$ cat src/rtl/btn_kbd_fifo.sv
// Keyboard stage behind the four button debouncers: maps presses and auto-repeat
// ticks to character codes, buffers them in a FIFO, and exposes KBSR/KBDR with pop-on-read.
module btn_kbd_fifo #(
  parameter logic [7:0]  CODE0      = 8'h30,
  parameter logic [7:0]  CODE1      = 8'h31,
  parameter logic [7:0]  CODE2      = 8'h32,
  parameter logic [7:0]  CODE3      = 8'h33,
  parameter int unsigned DEPTH_LOG2 = 2,
  parameter logic [23:0] REP_DELAY  = 24'd5_000_000,
  parameter logic [23:0] REP_RATE   = 24'd1_000_000
) (
  input  logic        clk,
  input  logic        reset,
  input  logic [3:0]  lvl,
  input  logic [3:0]  press,
  input  logic        rd,
  output logic [15:0] kbsr,
  output logic [15:0] kbdr,
  output logic        ovf
);

  localparam int unsigned DEPTH = 1 << DEPTH_LOG2;

  typedef logic [DEPTH_LOG2:0] ptr_t;
  typedef enum logic [1:0] {ST_IDLE, ST_DELAY, ST_REPEAT} rep_state_e;

  rep_state_e  state_q, state_d;
  logic [23:0] cnt_q, cnt_d;
  logic [3:0]  lvl_q;
  logic [3:0]  pending_q, pending_d;
  logic        ovf_q, ovf_d;
  ptr_t        wptr_q, wptr_d, rptr_q, rptr_d;
  logic [7:0]  mem_q [DEPTH];

  logic        tick, restart;
  logic [3:0]  tick_mask, svc_mask;
  logic        svc, push, pop, drop, empty, full;
  logic [7:0]  push_code;

  // Auto-repeat: a press or any lvl change restarts timing; a tick due this cycle
  // is still honoured even if the same cycle restarts (e.g. release on a tick).
  always_comb begin
    state_d = state_q;
    cnt_d   = cnt_q;
    tick    = 1'b0;
    case (state_q)
      ST_DELAY: begin
        if (cnt_q == REP_DELAY - 24'd1) begin
          tick    = 1'b1;
          state_d = ST_REPEAT;
          cnt_d   = '0;
        end else begin
          cnt_d = cnt_q + 24'd1;
        end
      end
      ST_REPEAT: begin
        if (cnt_q == REP_RATE - 24'd1) begin
          tick  = 1'b1;
          cnt_d = '0;
        end else begin
          cnt_d = cnt_q + 24'd1;
        end
      end
      default: cnt_d = '0;
    endcase
    restart = (|press) || (lvl != lvl_q);
    if (restart) begin
      cnt_d   = '0;
      state_d = $onehot(lvl) ? ST_DELAY : ST_IDLE;
    end
    tick_mask = tick ? lvl_q : '0;
  end

  assign empty = (wptr_q == rptr_q);
  assign full  = (wptr_q[DEPTH_LOG2] != rptr_q[DEPTH_LOG2]) &&
                 (wptr_q[DEPTH_LOG2-1:0] == rptr_q[DEPTH_LOG2-1:0]);

  always_comb begin
    svc_mask = pending_q & (~pending_q + 4'd1);
    svc      = |pending_q;
    unique case (svc_mask)
      4'b0001: push_code = CODE0;
      4'b0010: push_code = CODE1;
      4'b0100: push_code = CODE2;
      4'b1000: push_code = CODE3;
      default: push_code = '0;
    endcase
    pop       = rd && !empty;
    push      = svc && (!full || rd);
    drop      = svc && full && !rd;
    pending_d = (pending_q & ~svc_mask) | press | tick_mask;
    wptr_d    = push ? wptr_q + ptr_t'(1) : wptr_q;
    rptr_d    = pop ? rptr_q + ptr_t'(1) : rptr_q;
    ovf_d     = drop ? 1'b1 : (rd ? 1'b0 : ovf_q);
  end

  always_ff @(posedge clk) begin
    if (reset) begin
      state_q   <= ST_IDLE;
      cnt_q     <= '0;
      lvl_q     <= '0;
      pending_q <= '0;
      ovf_q     <= 1'b0;
      wptr_q    <= '0;
      rptr_q    <= '0;
    end else begin
      state_q   <= state_d;
      cnt_q     <= cnt_d;
      lvl_q     <= lvl;
      pending_q <= pending_d;
      ovf_q     <= ovf_d;
      wptr_q    <= wptr_d;
      rptr_q    <= rptr_d;
    end
  end

  always_ff @(posedge clk) begin
    if (!reset && push) mem_q[wptr_q[DEPTH_LOG2-1:0]] <= push_code;
  end

  assign kbsr = {!empty, 15'b0};
  assign kbdr = empty ? '0 : {8'h00, mem_q[rptr_q[DEPTH_LOG2-1:0]]};
  assign ovf  = ovf_q;

endmodule

$ cat config.mk
export PLATFORM = sky130hd
export DESIGN_NAME = btn_kbd_fifo
export DESIGN_NICKNAME = d
export VERILOG_FILES = /design/src/rtl/btn_kbd_fifo.sv
export SDC_FILE = /design/constraint.sdc
export NUM_CORES = 1
export LEC_CHECK = 0
export CAP_MARGIN = 20
export CORE_ASPECT_RATIO = 0.9
export CORE_MARGIN = 2
export CORE_UTILIZATION = 45
export CTS_CLUSTER_SIZE = 30
export DETAILED_ROUTE_END_ITERATION = 6
export PLACE_DENSITY = 0.78
export SETUP_SLACK_MARGIN = 0.2
export SLEW_MARGIN = 10
export SYNTH_ARGS = -nofsm -noshare
export SYNTH_HDL_FRONTEND = slang
export SYNTH_SLANG_ARGS = --single-unit
$ cat constraint.sdc
create_clock -name clk -period 2.5 [get_ports clk]
set_clock_uncertainty 0.1 [all_clocks]
set_input_delay 0.5 -clock clk [delete_from_list [all_inputs] [get_ports clk]]
set_output_delay 0.5 -clock clk [all_outputs]
set_load 0.005 [all_outputs]
* Word level (Yosys, flattened, before mapping)
Memories as Yosys holds them, arrays and structs flattened. A register that Yosys moved wholly into a read port is not among the register bits.
Cells that the tools add are included.
** Word-level totals
- Register bits after elaboration :: 41
- Bits in latches :: 0
- RAM bits :: 24
- ROM bits :: 0
- Bits of input ports :: 11
- Logic and storage cells :: 72
- Memories kept :: 1
** Memory list
- mem_q :: depth 4, width 6, rd ports 1, clocked after Yosys merged registers in 1, write ports 1, line 33 : logic [7:0] mem_q [DEPTH];
** Operators by class
- Add/sub/neg operators :: 7
- $mul :: 0
- Div/mod/pow operators :: 0
- $lt $le $gt $ge :: 0
- Equal/unequal tests :: 13
- Shift operators :: 0
- Muxes and demuxes :: 19
- Bitwise gates (word level) :: 6
- Reductions and logical operators :: 19
** Operators with widths (number)
- $mux W24 :: 2
- $pmux W24 S2 :: 1
- $add A24 B1 Y24 const B :: 1
- $eq A24 B20 Y1 const B :: 1
- $eq A24 B23 Y1 const B :: 1
- $pmux W6 S4 :: 1
- $mux W2 :: 5
- $and A4 B4 Y4 :: 2
- $mux W8 :: 1
- $not A4 Y4 :: 2
- $or A4 B4 Y4 :: 2
- $reduce_or A4 Y1 :: 2
- $mux W1 :: 7
- $add A3 B1 Y3 const B :: 2
- $logic_and A1 B1 Y1 :: 6
- $reduce_bool A2 Y1 :: 3
- $add A1 B1 Y2 :: 2
- $add A4 B1 Y4 const B :: 1
- $eq A4 B1 Y1 const B :: 1
- $eq A4 B2 Y1 const B :: 1
- $eq A4 B3 Y1 const B :: 1
- $eq A4 B4 Y1 const B :: 1
- $logic_not A1 Y1 :: 4
- $mux W4 :: 1
- 12 further kinds :: 13

* Logic depth before layout (Yosys ltp)
Gate-level depths: netlist of the first run.
- Depth in word-level cells :: 8
- Depth in mapped cells :: 7
- Mapped depth without buffers :: 7

* Least setup slack after synthesis of the first run
Ideal clock, no wire load.
- Path kind :: in2reg
- Start point :: in lvl[0]
- End point :: reg state_q[0]
- Arrival time :: 2.286 ns
- Required time :: 2.330 ns
- Setup slack :: 0.043 ns
- Stages :: 7
- Buffers on the path :: 0
- Path through :: inv_1 fa_1 inv_1 ha_1 ha_1 or4b_2 a21oi_1
** Between the ends
- Longest elaborated chain between the ends :: 5
** RTL lines
- start, declared :: line 14 : input logic [3:0] lvl,
- $add A1 B1 Y2 (not written as such) :: line 69 : state_d = $onehot(lvl) ? ST_DELAY : ST_IDLE;
- $add A2 B2 Y3 (not written as such) :: line 69
- $eq A3 B1 Y1 :: line 69
- $mux W1 :: line 69
- $mux W2 :: line 67 : if (restart) begin
- end signal, assigned :: line 107 : state_q <= state_d;
- end, declared :: line 27 : rep_state_e state_q, state_d;
Parallel ways exist; a longest one is shown, timed or not.
A chain may end at the register's enable or synchronous reset.

* Worst setup path in the final report of the first run
- Start point :: in lvl[1]
- End point :: reg state_q[0]
The elaborated chain is that of the path after synthesis.

==> flow_metrics.py, run 1 <==
metrics = {
    "outcome": {
        "status": "completed",
    },
    "yosys": {
        "synthFlopType": "dfxtp_1",
        "synth_compound_area_frac": 0.04073,
        "synthTopCellsByCount": "dfxtp_1 (43), buf_4 (28), nand2_1 (19), nor2_1 (19), xnor2_1 (19)",
        "synth_cell_type_count": 43,
        "synthArstFlopShare": 0,
        "syn_inst": 294,
        "synth_top_family_by_area": "simple AND/OR/NAND/NOR gates",
        "yosys_warnings": 0,
        "synth_fa_ha_area_frac": 0.05026,
        "muxShareOfSynthArea": 0.02686,
        "synth_enable_flop_cells": 12,
        "synth.most_common_cell": "dfxtp_1",
        "yosysSeqAreaShare": 0.4229,
        "synthTopCellsByArea": "dfxtp_1 (30%), edfxtp_1 (12%), buf_4 (7.3%)",
        "yosys.area_share.simple": 0.2422,
        "synth_area_um2": 2888,
        "syn_area_per_cell_um2": 9.822,
        "synth-xor-area-share": 0.09705,
        "yosys_register_bits": 55,
        "yosysTopAreaCell": "dfxtp_1",
        "yosysTopAreaCellShare": 0.2981,
    },
    "routing": {
        "viasPerCell": 5.032,
        "drc": 0,
        "finalWirelength_um": 5074,
        "via_count": 2058,
        "wl_per_cell_um": 12.41,
        "dr.pass1.iters": 4,
        "ant_nets": 0,
        "dr.first_iter.drc_count": 131,
    },
    "setup_path": {
        "rrSetupSlack_ps": 330,
        "path_class": "in2reg",
        "cp_max_fo": 2,
        "endpoint_kind": "flip-flop",
        "crit_required_ps": 2650,
        "critPathLaunchType": "primary input",
        "crit_arrival_ps": 2420,
    },
    "global_routing": {
        "met3_usage": 0.02378,
        "busiest_layer": "met2",
        "grt_pass1_wl_um": 8700,
        "grtUsageMet1": 0.2069,
        "grt_pass1_vias": 1924,
        "track_usage": 0.1545,
        "grt_max_degree": 25,
        "gr-total-overflow": 0,
        "antenna_found_initial": 0,
        "use_met2": 0.2534,
    },
    "floorplanning": {
        "num_io_pins": 44,
        "fp.dieW_um": 88.44,
        "die_y_um": 80.00,
        "start_util": 0.4697,
        "num_rows": 27,
        "coreArea_um2": 6148,
        "dieArea_um2": 7075,
    },
    "sta": {
        "drv_slew": 0,
        "slew_headroom": 0.6709,
        "finalCritPeriodShare": 0.9066,
        "finalSetupViolCount": 0,
        "rsz0062_at_grt": "yes",
        "finalHoldViolCount": 0,
        "max_freq_mhz": 441.2,
        "tightest_slew_ps": 489.8,
        "final.setup.worst_slack_ps": 233.4,
        "fin_crit_ps": 2267,
    },
    "clock_network": {
        "cts_tree": "done",
        "clock-root-buffer": "clkbuf_8",
        "clk_latency_ps": 310,
        "cts_made_buffers": 5,
        "cts_max_level": 2,
        "path_clk_slew_ps": 100,
        "clockBufferDepth": 2,
        "ctsHoldBuffers": 0,
        "cts.sinks": 55,
    },
    "finish": {
        "diodes": 0,
        "syn2layout_area_growth_pct": 12.04,
        "fin_nets": 343,
        "drive_gt1_frac": 0.1553,
        "finalInstanceArea_um2": 3236,
    },
    "placed_design": {
        "place.gp.congestion": 0.7991,
        "dpl-instance-area_um2": 3100,
        "place_ws_ps": -486.5,
        "dpl.hpwl_um": 3663,
        "port_buffers": 16,
    },
    "power": {
        "power_density_nw_per_um2": 610.1,
        "leakage_nw": 1.175,
        "ir_worst_vdd_uv": 322.8,
    },
    "min_path": {
        "hp-class": "in2reg",
    },
    "run": {
        "maxCapViolations": 0,
    },
}
-- final cells by class --
class                      instances  area, um2
clock buffer                       5      68.82
clock inverter                     3      25.02
fill                             564       2913
inverter                          16      67.56
multi-input combinational        212       1449
sequential                        55       1226
tap                               87      108.9
timing repair buffer              31      290.3
-- state kept, by name, summed over array words and instances, names as in the netlist, named ones only --
| register | cells |
|---|---|
| cnt_q | 24 |
| lvl_q | 4 |
| mem_q | 12 |
| ovf | 1 |
| pending_q | 4 |
| rptr_q | 3 |
| state_q | 2 |
| wptr_q | 3 |
-- layer usage --
layer	part of all wire	up-vias	routed length (um)
li1	-	1026	-
met1	0.45	960	2302
met2	0.48	64	2433
met3	0.048	8	245
met4	0.018	0	93
met5	0	-	0
-- path summary, 6_finish.rpt --
kind,from,end,depth (start not counted)
min reg2reg,lvl_q[3],pending_q[3],2
max,lvl[1],state_q[0],8
max reg2reg,cnt_q[21],cnt_q[8],6
min,lvl[3],lvl_q[3],3
-- timing repair --
item,in CTS,in global routing
pin swaps,0,1
endpoints found under the hold margin,0,0
resized for setup,13,9
setup buffers,2,1
endpoints found under the setup margin,6,5
gates cloned,0,0
-- critical path: stages --
cell and delay, ps:
clkdlybuf4s15_1 200, inv_2 60, fa_1 500, inv_1 50, ha_2 170, ha_1 290
or4b_4 510, a21oi_2 140
-- logic make-up (layout without fill, tap and decap cells) --
| family | Yosys count | count (layout) |
|---|---|---|
| AND/OR/NAND/NOR | 121 | 121 |
| adder cells (fa/ha/maj) | 11 | 11 |
| multiplexers | 4 | 4 |
| AO/OA/AOI/OAI | 17 | 17 |
| XOR/XNOR | 32 | 32 |
| flip-flops | 55 | 55 |
| other | 1 | 27 |
| buffers and inverters | 53 | 55 |
-- power by group --
group	switching, W	internal, W	total, W	leakage (nW)
registers	0.0000414	0.000966	0.00101	0.460
clock network	0.000299	0.000205	0.000504	0.0452
logic	0.000214	0.000250	0.000463	0.670
total	0.000554	0.00142	0.00197	1.17
-- cells in the final DEF, fill, tap and decap left out, types with 3 or more instances in the layout --
| cell type | n |
|---|---|
| edfxtp_1 | 12 |
| ha_1 | 9 |
| inv_1 | 13 |
| nor3_1 | 16 |
| and3_1 | 4 |
| a21oi_1 | 8 |
| xor2_1 | 13 |
| clkdlybuf4s15_1 | 4 |
| nand4_1 | 3 |
| conb_1 | 27 |
| clkdlybuf4s50_1 | 9 |
| clkbuf_8 | 5 |
| buf_4 | 13 |
| and2_1 | 5 |
| nand2_1 | 19 |
| dfxtp_1 | 41 |
| nor3_2 | 5 |
| and4_1 | 4 |
| mux4_2 | 3 |
| nor2_1 | 19 |
| xnor2_1 | 18 |
| nor4_1 | 17 |
| nand3_1 | 14 |
-- metrics by stage --
step / TNS [ps] / util / total power [W] / hold slack (ps) / instances
6_report: 0 / 0.5263 / 0.001974 / 351.4 / 409
4_1_cts: 0 / 0.5238 / 0.001949 / 386.4 / 408
5_1_grt: 0 / 0.5263 / 0.002075 / 350.4 / 409
2_1_floorplan: 0 / - / 0.001306 / 347.8 / 320
3_5_place_dp: -486.5 / 0.5043 / 0.001448 / 370.1 / 398
3_3_place_gp: -435.4 / 0.5043 / 0.001433 / 363.7 / 398
Power figures use the tool's default switching activity.
==> run 2, diff against run 1 <==
- CORE_ASPECT_RATIO: 0.9 -> 1.2
==> run 2 against run 1 <==
Compared with the run above:
- via count fell by 1.9%
- sequential cell count did not move
- utilization fell by 0.30 points
- sequential share of layout area rose by 0.34 points
- non-clock buffer count fell by 3
- largest cell class unchanged
- maximum frequency rose by 0.80%
- highest routed layer unchanged
- routed wire length fell by 7.1%
- combinational power fell by 5.8%
- clock power rose by 16%
- first-iteration DRC count fell by 20%
==> flow_metrics.py, run 2 (synthesis results as in run 1) <==
metrics = {
    "outcome": {
        "status": "completed",
    },
    "floorplanning": {
        "die_y_um": 91.76,
        "num_rows": 31,
        "num_io_pins": 44,
        "dieArea_um2": 7077,
        "fp.dieW_um": 77.13,
        "start_util": 0.4712,
        "coreArea_um2": 6128,
    },
    "global_routing": {
        "antenna_found_initial": 0,
        "grt_max_degree": 25,
        "use_met2": 0.2630,
        "track_usage": 0.1422,
        "grt_pass1_vias": 1925,
        "met3_usage": 0.02657,
        "gr-total-overflow": 0,
        "grt_pass1_wl_um": 8273,
        "busiest_layer": "met2",
        "grtUsageMet1": 0.1641,
    },
    "clock_network": {
        "clk_latency_ps": 300,
        "cts_made_buffers": 5,
        "clock-root-buffer": "clkbuf_8",
        "clockBufferDepth": 2,
        "cts.sinks": 55,
        "cts_tree": "done",
        "path_clk_slew_ps": 100,
        "cts_max_level": 2,
    },
    "finish": {
        "final_common_cell": "dfxtp_1",
        "final_cell_mix": "dfxtp_1 (41), conb_1 (27), nor2_1 (19), nand2_1 (19), xnor2_1 (19)",
        "largest_reg_flops": 24,
        "diodes": 0,
        "drive_gt1_frac": 0.1442,
        "largest-register": "cnt_q",
        "syn2layout_area_growth_pct": 11.05,
        "fin_nets": 340,
        "finalInstanceArea_um2": 3207,
    },
    "power": {
        "leakage_nw": 1.172,
        "ir_worst_vdd_uv": 432.8,
        "power_density_nw_per_um2": 631.2,
    },
    "setup_path": {
        "cp_max_fo": 2,
        "critPathLaunchType": "flip-flop",
        "reg2reg_from": "cnt_q[21]",
        "crit_required_ps": 1900,
        "endpoint_kind": "output port",
        "path_class": "reg2out",
        "crit_arrival_ps": 1650,
    },
    "sta": {
        "final.setup.worst_slack_ps": 251.4,
        "finalCritPeriodShare": 0.8994,
        "drv_slew": 0,
        "tns_ps": 0,
        "holdWs_ps": 360.5,
        "rsz0062_at_grt": "yes",
        "fin_crit_ps": 2249,
        "finalSetupViolCount": 0,
        "tightest_slew_ps": 524.1,
        "max_freq_mhz": 444.7,
        "finalHoldViolCount": 0,
        "slew_headroom": 0.6479,
    },
    "routing": {
        "wl_per_cell_um": 11.75,
        "finalWirelength_um": 4713,
        "dr.first_iter.drc_count": 105,
        "viasPerCell": 5.032,
        "dr.pass1.iters": 4,
        "via_count": 2018,
        "ant_nets": 0,
        "drc": 0,
    },
    "placed_design": {
        "dpl.hpwl_um": 3584,
        "port_buffers": 16,
        "dpl-instance-area_um2": 3067,
        "place_ws_ps": -488.2,
        "place.gp.congestion": 0.7568,
    },
    "min_path": {
        "hp-start": "lvl[3]",
        "hp-class": "in2reg",
    },
    "run": {
        "maxCapViolations": 0,
    },
}
-- run 2: changes by cell type in the layout (fill, tap and decap cells not counted) --
| cell | delta |
|---|---|
| clkinv_2 | +1 |
| dlygate4sd2_1 | +2 |
| buf_6 | +1 |
| buf_4 | -3 |
| bufinv_16 | +1 |
| buf_12 | -1 |
| xnor2_1 | +1 |
| clkinv_4 | +1 |
| clkinvlp_4 | -1 |
| xnor2_2 | -1 |
| inv_6 | -2 |
| clkdlybuf4s15_1 | -2 |
-- run 2: worst max-delay path, cell delays in order (launching register included) --
cell	delay (ps)
dfxtp_4	360
buf_6	100
mux4_2	470
and2_4	160
dlygate4sd2_1	250
-- run 2: worst paths after layout --
path / depth (start not counted) / to / slack [ps]
setup / recovery: 4 / kbdr[4] / 250
hold / removal: 3 / lvl_q[3] / 360
setup reg to reg: 6 / cnt_q[9] / 390
hold reg to reg: 2 / pending_q[3] / 380
-- run 2: where the power goes --
part,internal [W],switching [W]
sequential,0.000966,0.0000394
combinational,0.000237,0.000199
clock,0.000299,0.000285
total,0.00150,0.000523
-- run 2: metal layers --
metal	up-vias	wire, um
met5	-	0
met4	0	71
met3	4	155
met2	38	2440
met1	957	2046
li1	1019	-
-- run 2: cell type report --
type | instances | area (um2)
clock buffer | 5 | 68.82
clock inverter | 3 | 43.79
fill | 566 | 2922
inverter | 16 | 67.56
multi-input combinational | 212 | 1441
sequential | 55 | 1226
tap | 82 | 102.6
timing repair buffer | 28 | 256.5
-- run 2: timing repair --
| action | CTS | global route |
|---|---|---|
| hold buffers | 0 | 0 |
| gates resized for setup | 13 | 7 |
| buffers inserted | 1 | 1 |
| setup endpoints to repair | 6 | 4 |
-- run 2: stage by stage --
step | util | total power (W) | std cells
6_report | 0.5233 | 0.002024 | 401
3_3_place_gp | 0.5004 | 0.001424 | 391
2_1_floorplan | - | 0.001306 | 320
3_5_place_dp | 0.5004 | 0.001440 | 391
4_1_cts | 0.5208 | 0.002013 | 400
5_1_grt | 0.5233 | 0.002129 | 401
==> run 3, diff against run 2 <==
- CTS_BUF_LIST: unset -> sky130_fd_sc_hd__clkbuf_16
- REMOVE_ABC_BUFFERS: unset -> 1
- SKIP_LAST_GASP: unset -> 1
==> run 3 against run 2 <==
Compared with the run above:
- design area is 1.1% higher
- first-iteration DRC count is 32% lower
- maximum frequency is 0.20% lower
- non-clock buffer count is 2 lower
- global-route usage is 1.2 points higher
- utilization is 0.55 points higher
- critical path depth stayed put
- critical path type unchanged
- critical endpoint is now kbdr[0]
- largest cell class unchanged
- largest power group unchanged
==> flow_metrics.py, run 3 (synthesis results as in run 1) <==
metrics = {
    "global_routing": {
        "gr-total-overflow": 0,
        "grt_max_degree": 25,
        "antenna_found_initial": 0,
        "grt_pass1_wl_um": 8790,
        "track_usage": 0.1546,
        "grt_pass1_vias": 1960,
    },
    "clock_network": {
        "clk_latency_ps": 290,
        "cts.sinks": 55,
        "clockBufferDepth": 2,
        "cts_tree": "done",
        "cts_made_buffers": 5,
        "cts_max_level": 2,
        "clock-root-buffer": "clkbuf_16",
        "ctsHoldBuffers": 0,
        "path_clk_slew_ps": 70,
    },
    "setup_path": {
        "slowest_stage": "mux4_2",
        "reg2regPathDepth": 6,
        "crit_family": "multiplexers",
        "path_class": "reg2out",
        "reg2reg_from": "cnt_q[21]",
        "crit_arrival_ps": 1650,
        "critPathLaunchType": "flip-flop",
        "cp_max_fo": 3,
        "crit_chain": "buf_6, mux4_2, and2_4, dlygate4sd2_1",
        "crit_required_ps": 1900,
        "max_stage_delay_ps": 490,
        "endpoint_kind": "output port",
        "rrSetupSlack_ps": 350,
        "path_buf_inv": 2,
        "rr_endpoint": "cnt_q[3]",
    },
    "finish": {
        "finalInstanceArea_um2": 3241,
        "fill_cells": 568,
        "drive_gt1_frac": 0.1483,
        "largest_reg_flops": 24,
        "diodes": 0,
        "layout.cells.non_filler": 399,
        "largest-register": "cnt_q",
        "fin_nets": 338,
        "multi_input_area_um2": 1455,
        "syn2layout_area_growth_pct": 12.22,
        "final_cell_mix": "dfxtp_1 (42), conb_1 (27), nor2_1 (19)",
        "final_common_cell": "dfxtp_1",
        "seq_area_um2": 1225,
    },
    "sta": {
        "finalSetupViolCount": 0,
        "holdWs_ps": 359.7,
        "rsz0062_at_grt": "no",
        "max_freq_mhz": 443.8,
        "finalCritPeriodShare": 0.9012,
        "drv_slew": 0,
        "fin_crit_ps": 2253,
        "finalHoldViolCount": 0,
        "final.setup.worst_slack_ps": 246.9,
    },
    "min_path": {
        "min_to": "lvl_q[3]",
        "hp-class": "in2reg",
        "hp-start": "lvl[3]",
        "hold_depth": 3,
    },
    "routing": {
        "finalWirelength_um": 5291,
        "wl_per_cell_um": 13.26,
        "via_count": 2043,
        "ant_nets": 0,
        "dr.pass1.iters": 4,
        "dr.first_iter.drc_count": 71,
        "drc": 0,
        "viasPerCell": 5.120,
    },
    "floorplanning": {
        "die_y_um": 91.76,
        "start_util": 0.4712,
        "coreArea_um2": 6128,
        "num_io_pins": 44,
        "fp.dieW_um": 77.13,
        "dieArea_um2": 7077,
        "num_rows": 31,
    },
    "placed_design": {
        "dpl.hpwl_um": 3812,
        "dp.cells": 389,
        "place_ws_ps": -526.5,
        "place.gp.congestion": 0.7865,
        "dpl-instance-area_um2": 3038,
        "port_buffers": 16,
    },
    "power": {
        "seq_power_share": 0.469,
        "power.internal_w": 0.001589,
        "p_switching_w": 0.0005743,
        "power_frac_clock": 0.320,
        "ir_worst_vdd_uv": 362.3,
        "power_density_nw_per_um2": 667.4,
        "swShare": 0.2655,
        "pwr-share-comb": 0.210,
        "leakage_nw": 1.178,
        "total_power_w": 0.002163,
    },
    "run": {
        "maxCapViolations": 0,
    },
    "outcome": {
        "status": "completed",
    },
}
[run 3: changes by cell type in the layout (fill, tap and decap cells not counted), sizes merged]
cell,previous run,this run
buf,12,10
bufinv,1,0
clkdlybuf4s15,2,3
clkinv,2,1
clkinvlp,0,1
dlygate4sd2,4,3
inv,16,17
[run 3: what timing repair did]
action	4_1_cts	5_1_grt
resized for setup	19	10
pin swaps	1	4
endpoints found under the setup margin	5	15
buffers inserted	2	0
[run 3: area by class of cell]
class	instances	share of cell area
clock buffer	5	0.03861
inverter	16	0.01853
tap	82	0.03166
sequential	55	0.3780
clock inverter	3	0.007336
timing repair buffer	26	0.07683
multi-input combinational	212	0.4490
[run 3: per-layer routing]
layer  global-route usage  vias to the layer above  wire, um
met1               0.1680                      985      2095
met3              0.03740                       10       153
li1                     -                     1017         -
met4              0.06548                        0        98
met5                    0                        -         0
met2               0.2833                       31      2943
[run 3: metrics by stage]
step,setup TNS [ps],util
detailed placement,-1010,0.4957
floorplan,0,-
global placement,-490.4,0.4957
global route,0,0.5288
finish,0,0.5288
CTS,0,0.5249
[run 3: how the worst max path moves through the flow]
stage | start | end | slack, ps | cells after the start
detailed placement | lvl[0] | state_q[0] | -530 | 8
floorplan | lvl[0] | state_q[0] | 40 | 7
finish | flip-flop | kbdr[0] | 250 | 4
global route | flip-flop | kbdr[0] | 200 | 4
global placement | lvl[0] | state_q[0] | -490 | 8
CTS | lvl[0] | state_q[0] | 100 | 8
[run 3: power by group through the flow]
stage          sequential, W  clock (W)  combinational, W
2_1_floorplan        0.00102          0          0.000230
3_3_place_gp         0.00103          0          0.000392
3_5_place_dp         0.00103          0          0.000412
4_1_cts              0.00101   0.000710          0.000425
5_1_grt              0.00102   0.000746          0.000496
6_report             0.00101   0.000693          0.000455
[run 3: worst reg2reg max path: stages (launching register included)]
cell     delay, ps
dfxtp_1        350
or4b_4         570
nor4_4         310
nand4_2        180
a22oi_4        250
buf_12         190
nor4_1          80
